--- config.mk ---
export PLATFORM = sky130hd
export DESIGN_NAME = eink_spi_engine
export DESIGN_NICKNAME = d
export VERILOG_FILES = /design/src/rtl/eink_pkg.sv /design/src/rtl/eink_spi_shifter.sv /design/src/rtl/eink_spi_engine.sv
export SDC_FILE = /design/constraint.sdc
export NUM_CORES = 1
export LEC_CHECK = 0
export ABC_AREA = 1
export BUFFER_PORTS_ARGS = -buffer_cell sky130_fd_sc_hd__buf_2
export CORE_MARGIN = 3
export CORE_UTILIZATION = 59
export DETAILED_ROUTE_END_ITERATION = 12
export PLACE_DENSITY = 0.79
export SYNTH_ARGS = -nofsm -noshare
export SYNTH_HDL_FRONTEND = slang
export SYNTH_SLANG_ARGS = --single-unit
--- constraint.sdc ---
create_clock -name clk -period 5.2 [get_ports clk]
set_clock_uncertainty 0.1 [all_clocks]
set_input_delay 0.26 -clock clk [delete_from_list [all_inputs] [get_ports clk]]
set_output_delay 0.26 -clock clk [all_outputs]
set_load 0.02 [all_outputs]
--- src/rtl/eink_pkg.sv ---
// Shared types and constants for the e-ink SPI engine: FSM states, default
// parameter values and the display controller opcodes the firmware sends.
package eink_pkg;

  typedef enum logic [2:0] {
    StIdle,
    StRstLo,
    StRstWait,
    StShift,
    StGap,
    StBusyWait
  } state_e;

  localparam int unsigned DefClkDiv      = 4;
  localparam int unsigned DefNumCs       = 2;
  localparam int unsigned DefRstCycles   = 1000;
  localparam int unsigned DefBusyTimeout = 65535;

  localparam logic [7:0] OpDriverOutput = 8'h01;
  localparam logic [7:0] OpSwReset      = 8'h12;
  localparam logic [7:0] OpMasterAct    = 8'h20;
  localparam logic [7:0] OpWriteRam     = 8'h24;

endpackage

--- src/rtl/eink_spi_shifter.sv ---
// SPI mode-0 byte shifter: divides clk into SCK half-periods of 'div' clocks and
// sends one byte MSB first over 16 half-periods, pulsing 'done' on the last clock.
module eink_spi_shifter (
  input  logic        clk,
  input  logic        rst,
  input  logic        load,
  input  logic [7:0]  data_byte,
  input  logic [15:0] div,
  output logic        sck,
  output logic        mosi,
  output logic        done
);

  logic        active_q;
  logic [15:0] div_cnt_q;
  logic [3:0]  half_q;
  logic [6:0]  sh_q;
  logic        sck_q;
  logic        mosi_q;
  logic        half_end;

  assign half_end = active_q && (div_cnt_q == div - 16'd1);
  assign done     = half_end && (half_q == 4'd15);
  assign sck      = sck_q;
  assign mosi     = mosi_q;

  // Even half-periods are SCK low, odd are SCK high; MOSI moves on falling edges.
  always_ff @(posedge clk or posedge rst) begin
    if (rst) begin
      active_q  <= 1'b0;
      div_cnt_q <= '0;
      half_q    <= '0;
      sh_q      <= '0;
      sck_q     <= 1'b0;
      mosi_q    <= 1'b0;
    end else if (load) begin
      active_q  <= 1'b1;
      div_cnt_q <= '0;
      half_q    <= '0;
      sck_q     <= 1'b0;
      mosi_q    <= data_byte[7];
      sh_q      <= data_byte[6:0];
    end else if (active_q) begin
      if (half_end) begin
        div_cnt_q <= '0;
        half_q    <= half_q + 4'd1;
        sck_q     <= ~half_q[0];
        if (half_q[0] && !done) begin
          mosi_q <= sh_q[6];
          sh_q   <= {sh_q[5:0], 1'b0};
        end
        if (done) begin
          active_q <= 1'b0;
        end
      end else begin
        div_cnt_q <= div_cnt_q + 16'd1;
      end
    end
  end

endmodule

--- src/rtl/eink_spi_engine.sv ---
// E-ink panel SPI engine: byte stream with D/C and chip-select control, display
// reset pulse and busy wait. Optional pin passthrough under EINK_PASSTHRU_EN.
module eink_spi_engine
  import eink_pkg::*;
#(
  parameter int unsigned CLK_DIV      = DefClkDiv,
  parameter int unsigned NUM_CS       = DefNumCs,
  parameter int unsigned RST_CYCLES   = DefRstCycles,
  parameter int unsigned BUSY_TIMEOUT = DefBusyTimeout,
  localparam int unsigned CsW         = (NUM_CS > 1) ? $clog2(NUM_CS) : 1
) (
  input  logic              clk,
  input  logic              rst,
  input  logic              in_valid,
  output logic              in_ready,
  input  logic [7:0]        in_data,
  input  logic              in_dc,
  input  logic [CsW-1:0]    in_cs,
  input  logic              in_last,
  input  logic              in_wait,
  input  logic              start_reset,
  output logic              sck,
  output logic              mosi,
  output logic              dcb,
  output logic [NUM_CS-1:0] csb,
  output logic              resetb,
  input  logic              busy,
  output logic              idle,
  output logic              timeout
`ifdef EINK_PASSTHRU_EN
  ,
  input  logic              pt_en,
  input  logic              pt_sck,
  input  logic              pt_mosi,
  input  logic              pt_dc,
  input  logic              pt_csb
`endif
);

  state_e              state_q, state_d;
  logic [31:0]         cnt_q, cnt_d, cnt_inc;
  logic [NUM_CS-1:0]   csb_q, csb_d;
  logic                dcb_q, dcb_d;
  logic                resetb_q, resetb_d;
  logic                timeout_q, timeout_d;
  logic [7:0]          data_q, data_d;
  logic                dc_q, dc_d;
  logic [CsW-1:0]      cs_q, cs_d;
  logic                last_q, last_d;
  logic                wait_q, wait_d;
  logic                held_q, held_d;
  logic                pend_q, pend_d;
  logic                busy_s1_q, busy_s2_q;
  logic                shift_load;
  logic [7:0]          shift_data;
  logic                shift_done;
  logic                sck_eng, mosi_eng;
  logic                accept;
  logic                blocked;

  eink_spi_shifter u_shifter (
    .clk       (clk),
    .rst       (rst),
    .load      (shift_load),
    .data_byte (shift_data),
    .div       (16'(CLK_DIV)),
    .sck       (sck_eng),
    .mosi      (mosi_eng),
    .done      (shift_done)
  );

`ifdef EINK_PASSTHRU_EN
  logic pt_active;
  assign pt_active = pt_en && (state_q == StIdle);
  assign blocked   = pt_active;
`else
  assign blocked   = 1'b0;
`endif

  assign idle     = (state_q == StIdle);
  assign in_ready = idle && !start_reset && !blocked;
  assign accept   = in_valid && in_ready;
  assign timeout  = timeout_q;
  assign resetb   = resetb_q;
  assign cnt_inc  = cnt_q + 32'd1;

  always_comb begin
    sck  = sck_eng;
    mosi = mosi_eng;
    dcb  = dcb_q;
    csb  = csb_q;
`ifdef EINK_PASSTHRU_EN
    if (pt_active) begin
      sck    = pt_sck;
      mosi   = pt_mosi;
      dcb    = pt_dc;
      csb[0] = pt_csb;
    end
`endif
  end

  always_comb begin
    state_d    = state_q;
    cnt_d      = cnt_q;
    csb_d      = csb_q;
    dcb_d      = dcb_q;
    resetb_d   = resetb_q;
    timeout_d  = timeout_q;
    data_d     = data_q;
    dc_d       = dc_q;
    cs_d       = cs_q;
    last_d     = last_q;
    wait_d     = wait_q;
    held_d     = held_q;
    pend_d     = pend_q;
    shift_load = 1'b0;
    shift_data = in_data;

    case (state_q)
      StIdle: begin
        if (start_reset) begin
          state_d  = StRstLo;
          resetb_d = 1'b0;
          cnt_d    = '0;
        end else if (accept) begin
          timeout_d = 1'b0;
          data_d    = in_data;
          dc_d      = in_dc;
          cs_d      = in_cs;
          last_d    = in_last;
          wait_d    = in_wait;
          if (held_q && (in_cs != cs_q)) begin
            // Switching targets: drop the old CS for one gap before shifting.
            csb_d   = '1;
            held_d  = 1'b0;
            pend_d  = 1'b1;
            cnt_d   = '0;
            state_d = StGap;
          end else begin
            dcb_d = in_dc;
            if (32'(in_cs) < NUM_CS) begin
              csb_d[in_cs] = 1'b0;
            end
            shift_load = 1'b1;
            state_d    = StShift;
          end
        end
      end

      StRstLo: begin
        cnt_d = cnt_inc;
        if (cnt_inc >= RST_CYCLES) begin
          resetb_d = 1'b1;
          cnt_d    = '0;
          state_d  = StRstWait;
        end
      end

      StRstWait: begin
        cnt_d = cnt_inc;
        if (cnt_inc >= RST_CYCLES) begin
          cnt_d   = '0;
          state_d = StBusyWait;
        end
      end

      StShift: begin
        if (shift_done) begin
          cnt_d   = '0;
          state_d = StGap;
          if (last_q) begin
            csb_d  = '1;
            held_d = 1'b0;
          end else begin
            held_d = 1'b1;
          end
        end
      end

      StGap: begin
        cnt_d = cnt_inc;
        if (cnt_inc >= CLK_DIV) begin
          cnt_d = '0;
          if (pend_q) begin
            pend_d = 1'b0;
            dcb_d  = dc_q;
            if (32'(cs_q) < NUM_CS) begin
              csb_d[cs_q] = 1'b0;
            end
            shift_load = 1'b1;
            shift_data = data_q;
            state_d    = StShift;
          end else if (wait_q) begin
            state_d = StBusyWait;
          end else begin
            state_d = StIdle;
          end
        end
      end

      StBusyWait: begin
        if (!busy_s2_q) begin
          cnt_d   = '0;
          state_d = StIdle;
        end else if (cnt_inc >= BUSY_TIMEOUT) begin
          timeout_d = 1'b1;
          cnt_d     = '0;
          state_d   = StIdle;
        end else if (cnt_q != '1) begin
          cnt_d = cnt_inc;
        end
      end

      default: state_d = StIdle;
    endcase
  end

  always_ff @(posedge clk or posedge rst) begin
    if (rst) begin
      state_q   <= StIdle;
      cnt_q     <= '0;
      csb_q     <= '1;
      dcb_q     <= 1'b0;
      resetb_q  <= 1'b1;
      timeout_q <= 1'b0;
      data_q    <= '0;
      dc_q      <= 1'b0;
      cs_q      <= '0;
      last_q    <= 1'b0;
      wait_q    <= 1'b0;
      held_q    <= 1'b0;
      pend_q    <= 1'b0;
      busy_s1_q <= 1'b0;
      busy_s2_q <= 1'b0;
    end else begin
      state_q   <= state_d;
      cnt_q     <= cnt_d;
      csb_q     <= csb_d;
      dcb_q     <= dcb_d;
      resetb_q  <= resetb_d;
      timeout_q <= timeout_d;
      data_q    <= data_d;
      dc_q      <= dc_d;
      cs_q      <= cs_d;
      last_q    <= last_d;
      wait_q    <= wait_d;
      held_q    <= held_d;
      pend_q    <= pend_d;
      busy_s1_q <= busy;
      busy_s2_q <= busy_s1_q;
    end
  end

endmodule

==> results of run 1 <==
[per-stage QoR]
step,worst slack (ns),hold slack [ns],cell area (µm²),total power (W)
CTS,1.806,0.005863,5972,0.002272
global route,1.414,0.03565,5972,0.002430
floorplan,2.484,0.1914,5570,0.001536
detailed placement,1.830,0.2403,5725,0.001727
global placement,1.904,0.2352,5725,0.001686
finish,1.759,0.03236,5972,0.002273
[worst max path at each step]
stage,from,to,slack [ns]
floorplan,state_q[0]$_DFFE_PP0P_,u_shifter.div_cnt_q[11]$_DFFE_PP0P_,2.48
global placement,state_q[1]$_DFFE_PP0P_,u_shifter.div_cnt_q[10]$_DFFE_PP0P_,1.90
detailed placement,state_q[1]$_DFFE_PP0P_,u_shifter.div_cnt_q[14]$_DFFE_PP0P_,1.83
CTS,state_q[1]$_DFFE_PP0P_,u_shifter.div_cnt_q[14]$_DFFE_PP0P_,1.81
global route,state_q[1]$_DFFE_PP0P_,u_shifter.div_cnt_q[11]$_DFFE_PP0P_,1.41
finish,state_q[1]$_DFFE_PP0P_,u_shifter.div_cnt_q[14]$_DFFE_PP0P_,1.76
[cells in the mapped netlist, drive strengths merged]
| cell | count |
|---|---|
| o21ai | 33 |
| clkbuf | 5 |
| and2 | 1 |
| a22o | 1 |
| o211ai | 2 |
| nor3 | 15 |
| nand4 | 61 |
| o2111ai | 1 |
| xnor2 | 1 |
| inv | 99 |
| nand3b | 10 |
| a31o | 1 |
| or2 | 1 |
| a211oi | 1 |
| ha | 4 |
| o221ai | 1 |
| nand2 | 252 |
| clkinv | 1 |
| dfstp | 3 |
| nor2 | 112 |
| dfrtp | 82 |
| nand3 | 76 |
| a31oi | 2 |
| buf | 16 |
| xor2 | 16 |
| a21oi | 5 |
| nor4 | 4 |
[flip-flops by register name, indices dropped and copies added (netlist names), 2 cells and up]
name                 flops
cnt_q                   32
csb                      2
data_q                   8
state_q                  3
u_shifter.div_cnt_q     16
u_shifter.half_q         4
u_shifter.sh_q           7
[cells by family after synthesis]
kind of cell,after synthesis,synth area share [%]
and+or+nand+nor,532,44.50
buffers and inverters,121,8.917
DFF,85,38.25
AOI/OAI and AO/OA,47,4.762
xor gates and xnor gates,17,2.673
adders and majority gates,4,0.8985
[layer usage]
layer / share of wire (%) / wire (µm) / track usage, %
met5: 0 / 0 / 0
met4: 1.4 / 195 / 7.570
met3: 7.4 / 1008 / 4.939
met2: 47 / 6413 / 42.43
met1: 44 / 5954 / 37.42
[where the power goes]
group	internal [W]	switching (W)
clock network	0.000277	0.000261
logic	0.000260	0.000552
registers	0.000808	0.000115
total	0.00134	0.000928
[area by class of cell]
type	count	area (µm²)
sequential	85	2131
fill	760	2962
tap	108	135.1
timing repair buffer	29	160.2
multi-input combinational	600	2943
clock inverter	7	102.6
inverter	100	376.6
clock buffer	9	123.9
[repair_timing]
item | 4_1_cts | 5_1_grt
buffers inserted | 0 | 0
hold buffers | 2 | 0
endpoints found under the hold margin | 2 | 0
[critical path: cells and delay by family, from the launching register on]
family	cells	cell delay [ns]
and+or+nand+nor	9	2.33
DFF	1	0.43
buffers and inverters	3	0.45
==> flow_summary.toml, run 1 <==
[status]
status = "finished, final reports clean"

[sta]
max_freq_mhz = 290.6
relSlewSlack_pct = 27.79
worst_pin_slew_ns = 1.081
rsz0062_at_grt = "false"
post-route-min-period_ns = 3.441
slew_violations = 0
hold_viol = 0
setup_viol = 0
period_share_pct = 66.17
tns_ns = 0

[placement]
dp.cells = 920
dp_hpwl_mm = 9.598
gp_congestion = 1.029
io_buffer_count = 25

[floorplanning]
die_area_um2 = 10640
rows = 34
die_h_um = 103.2
fp.dieW_um = 103.2
start_util_pct = 62.35
fp.coreArea_um2 = 8934
io_pins = 26

[critical_path]
setup.worst_path.class = "reg -> reg"
cp_max_fo = 30
reg2regPathDepth = 12
r2r_start = "state_q[1]$_DFFE_PP0P_"
r2r-end = "u_shifter.div_cnt_q[14]$_DFFE_PP0P_"
arrival_ns = 3.58
start_kind = "register"
r2r_setup_slack_ns = 1.76
cp-end-kind = "register"
required_ns = 5.34
cp_slowest_stage_delay_ns = 0.66
crit_slowest_cell = "nand2_1"
path_cells = "nor2_1, inv_1, nor2_1, inv_1, nor2_1, nand2_2, clkinv_1, nand2_1, nand2_4, nor2_8, nand2_1, nand2_1"

[synthesis]
synth_seq_cells = 85
synth_top_area_share_pct = 36.84
synth_area_leaders = "dfrtp_1, nand2_1, nand4_1"
syn_nets = 827
syn_area_um2 = 5570
synthCells = 806
yosysUniqueCellTypes = 37
synth_top_cell_by_area = "dfrtp_1"
yosys_warnings = 0
synth_seq_area_share_pct = 38.25
avgSynthCellArea_um2 = 6.911

[worst_hold_path]
min_path_type = "in -> reg"
holdPathEnd = "last_q$_DFFE_PP0P_"
hp-start = "in_last"
whs_path_depth = 3

[final_layout]
stdcell_count = 938
fin_nets = 846
syn_to_final_growth_pct = 7.210
final_util_pct = 66.85
mostFrequentLayoutCell = "nand2_1"
mostFrequentLayoutCells = "nand2_1, nor2_1, inv_1"
diodes = 0
drive_gt1_share_pct = 9.759

[route]
drt-initial-drc-count = 347
routed_wl_mm = 13.57
vias = 5509
wl_per_cell_um = 14.47
routed_via_density = 5.873
firstDrtPassIters = 5
antenna_left = 0
route.detailed.drc = 0

[power_and_ir_drop]
power_density_nw_per_um2 = 380.6
leakage_nw = 2.959
ir_worst_vdd_mv = 0.3183

[global_routing]
globalRouteTotalUtil_pct = 26.67
grt_remaining_overflow = 0
grt_pass1_wl_mm = 22.80
grt_pass1_vias = 5015
grt_max_degree = 86
grt_antenna_before_repair = 0

[cts]
cts_tree = "built"
cts.clk_slew.worst_paths_ns = 0.10
insertion_delay_ns = 0.36
clock_path_buffers = 2
post_cts_resized = 0
cts.sinks = 85
cts-root-buf = "clkbuf_8"
cts-buffers-inserted = 9
ctsHtreeMaxLevel = 3

[flow_run]
maxCapViolCount = 0
(Power assumes the default switching activity.)
==> inputs of run 2 (changes only) <==
Settings changed: ABC_AREA 1 to 0.
Clock period 5.2 ns to 3.4 ns, I/O delays scaled along.
==> run 2 against run 1 <==
Total power up 67%. Synthesized cell count down 32%. Synthesized area down 8.7%. Die area down 8.2%. Largest cell class unchanged. Hold slack better by 0.014 ns. Combinational power up 75%. Routed wire length down 13%. Design area down 0.48%. Critical path type unchanged. Clock-buffer cell count up 1.
==> flow_summary.toml, run 2 <==
[critical_path]
path_cells = "ha_1, nand3_1, or4_1, o31ai_1, o211ai_1, or4_4, o31ai_4, buf_12, mux2_2"
crit_slowest_cell = "or4_4"
cp_max_fo = 9
required_ns = 3.54
setup.worst_path.class = "reg -> reg"
start_kind = "register"
cp-end-kind = "register"
cp_slowest_stage_delay_ns = 0.59
arrival_ns = 3.39

[final_layout]
postLayoutCellArea_um2 = 5943
largest_register = "cnt_q"
largest_reg_flops = 32
mostFrequentLayoutCells = "dfrtp_1, nor2_1, nand2_1"
diodes = 0
fin_nets = 626
syn_to_final_growth_pct = 16.82
mostFrequentLayoutCell = "dfrtp_1"
top_regs = "cnt_q: 32 flops, u_shifter.div_cnt_q: 16 flops, data_q: 8 flops"
drive_gt1_share_pct = 21.80

[synthesis]
syn_area_um2 = 5087
synth_seq_area_share_pct = 41.88
synth-edff-count = 0
yosysUniqueCellTypes = 68
synthCells = 548
yosysMostFrequentCell = "dfrtp_1"
synth_top_cell_by_area = "dfrtp_1"
ys_async_sr_fraction_pct = 100.0
ys.flop_type = "dfrtp_1"
syn_nets = 569
yosys_warnings = 0
synth_commonest_cells = "dfrtp_1, nor2_1, nand2_1"
synth_seq_cells = 85
synth_area_leaders = "dfrtp_1, mux2_2, nor2_1"
avgSynthCellArea_um2 = 9.284
synth_top_area_share_pct = 40.33

[sta]
setup_ws_ns = 0.1562
period_share_pct = 95.41
rsz0062_at_grt = "false"
worst_pin_slew_ns = 0.8232
setup_viol = 0
hold_viol = 0
relSlewSlack_pct = 45.06
slew_violations = 0
max_freq_mhz = 308.3
tns_ns = 0
post-route-min-period_ns = 3.244

[floorplanning]
fp.coreArea_um2 = 8299
fp.dieW_um = 98.86
die_h_um = 98.86
start_util_pct = 61.30
die_area_um2 = 9773
rows = 33
io_pins = 26

[cts]
postCtsSetupBuffers = 0
cts.clk_slew.worst_paths_ns = 0.09
clock_path_buffers = 2
ctsHtreeMaxLevel = 3
cts-root-buf = "clkbuf_8"
cts_tree = "built"
insertion_delay_ns = 0.36
cts.sinks = 85
cts-buffers-inserted = 9

[route]
routed_via_density = 6.208
routed_wl_mm = 11.81
vias = 4439
drt-initial-drc-count = 263
antenna_left = 0
route.detailed.drc = 0
wl_per_cell_um = 16.51
firstDrtPassIters = 5

[placement]
post-place-ws_ns = 0.03756
dp_hpwl_mm = 8.083
io_buffer_count = 25
gp_congestion = 0.9213
place_area_um2 = 5510

[power_and_ir_drop]
power_density_nw_per_um2 = 639.7
ir_worst_vdd_mv = 0.5305
leakage_nw = 2.578

[global_routing]
grt_remaining_overflow = 0
grt_antenna_before_repair = 0
grt_pass1_wl_mm = 20.79
grt_pass1_vias = 4385
globalRouteTotalUtil_pct = 25.50
grt_max_degree = 49

[flow_run]
maxCapViolCount = 0

[worst_hold_path]
min_path_type = "in -> reg"

[status]
status = "finished, final reports clean"
## run 2: routing by layer
| metal | GRT usage [%] | part of all wire (%) |
|---|---|---|
| met1 | 36.27 | 46 |
| met2 | 40.91 | 48 |
| met3 | 4.176 | 4.4 |
| met4 | 6.408 | 1.5 |
| met5 | 0 | 0 |
## run 2: path summary, 6_finish.rpt
path | startpoint | to | slack (ns) | cells past startpoint
worst max-delay path | cnt_q[1]$_DFFE_PP0P_ | u_shifter.mosi$_DFFE_PP0P_ | 0.16 | 9
worst max register to register | cnt_q[1]$_DFFE_PP0P_ | u_shifter.mosi$_DFFE_PP0P_ | 0.16 | 9
worst min-delay path | start_reset | resetb$_DFFE_PP1P_ | 0.05 | 3
worst min register to register | busy_s1_q$_DFF_PP0_ | busy_s2_q$_DFF_PP0_ | 0.26 | 0
max in group asynchronous | rst | resetb$_DFFE_PP1P_ | 1.98 | 4
min in group asynchronous | rst | u_shifter.div_cnt_q[9]$_DFFE_PP0P_ | 0.39 | 3
## run 2: critical path: cells and delay by family (launching register included)
| family | cells | cell delay (ns) |
|---|---|---|
| muxes | 1 | 0.33 |
| buffers and inverters | 1 | 0.17 |
| DFF | 1 | 0.42 |
| AOI/OAI and AO/OA | 3 | 0.73 |
| adders and majority gates | 1 | 0.18 |
| and+or+nand+nor | 3 | 1.21 |
## run 2: stage by stage
stage                     power, W  hold slack [ns]  util, %  std cells
after floorplan           0.002483           0.1014        -        548
after global placement    0.002821           0.1789    66.40        685
after detailed placement  0.002877           0.1866    66.40        685
after CTS                 0.003772          0.03566    71.02        715
after global routing      0.004043          0.04938    71.61        715
final                     0.003802          0.04616    71.61        715
## run 2: final cells by class
cell class	instances	area, µm²
inverter	21	80.08
clock inverter	6	116.4
tap	105	131.4
timing repair buffer	75	551.8
clock buffer	10	127.6
multi-input combinational	413	2801
sequential	85	2135
fill	614	2356
## run 2: what timing repair did
item                       4_1_cts  5_1_grt
resized for setup                0       12
hold endpoints to repair        58        0
hold buffers                    14        0
setup endpoints to repair        0       45
## run 2: cell families (layout without fill, tap and decap cells)
group,count (synthesis),after routing,synth area share (%)
xor gates and xnor gates,25,25,4.304
buffers and inverters,50,112,4.009
adders and majority gates,4,4,0.9838
muxes,36,36,7.772
DFF,85,85,41.88
and+or+nand+nor,241,241,26.56
AOI/OAI and AO/OA,107,107,14.49
## run 2: power breakdown
part | leakage (nW) | switching [W] | internal, W
Clock | 0.121 | 0.000385 | 0.000495
Sequential | 1.09 | 0.000244 | 0.00126
Combinational | 1.36 | 0.000776 | 0.000646
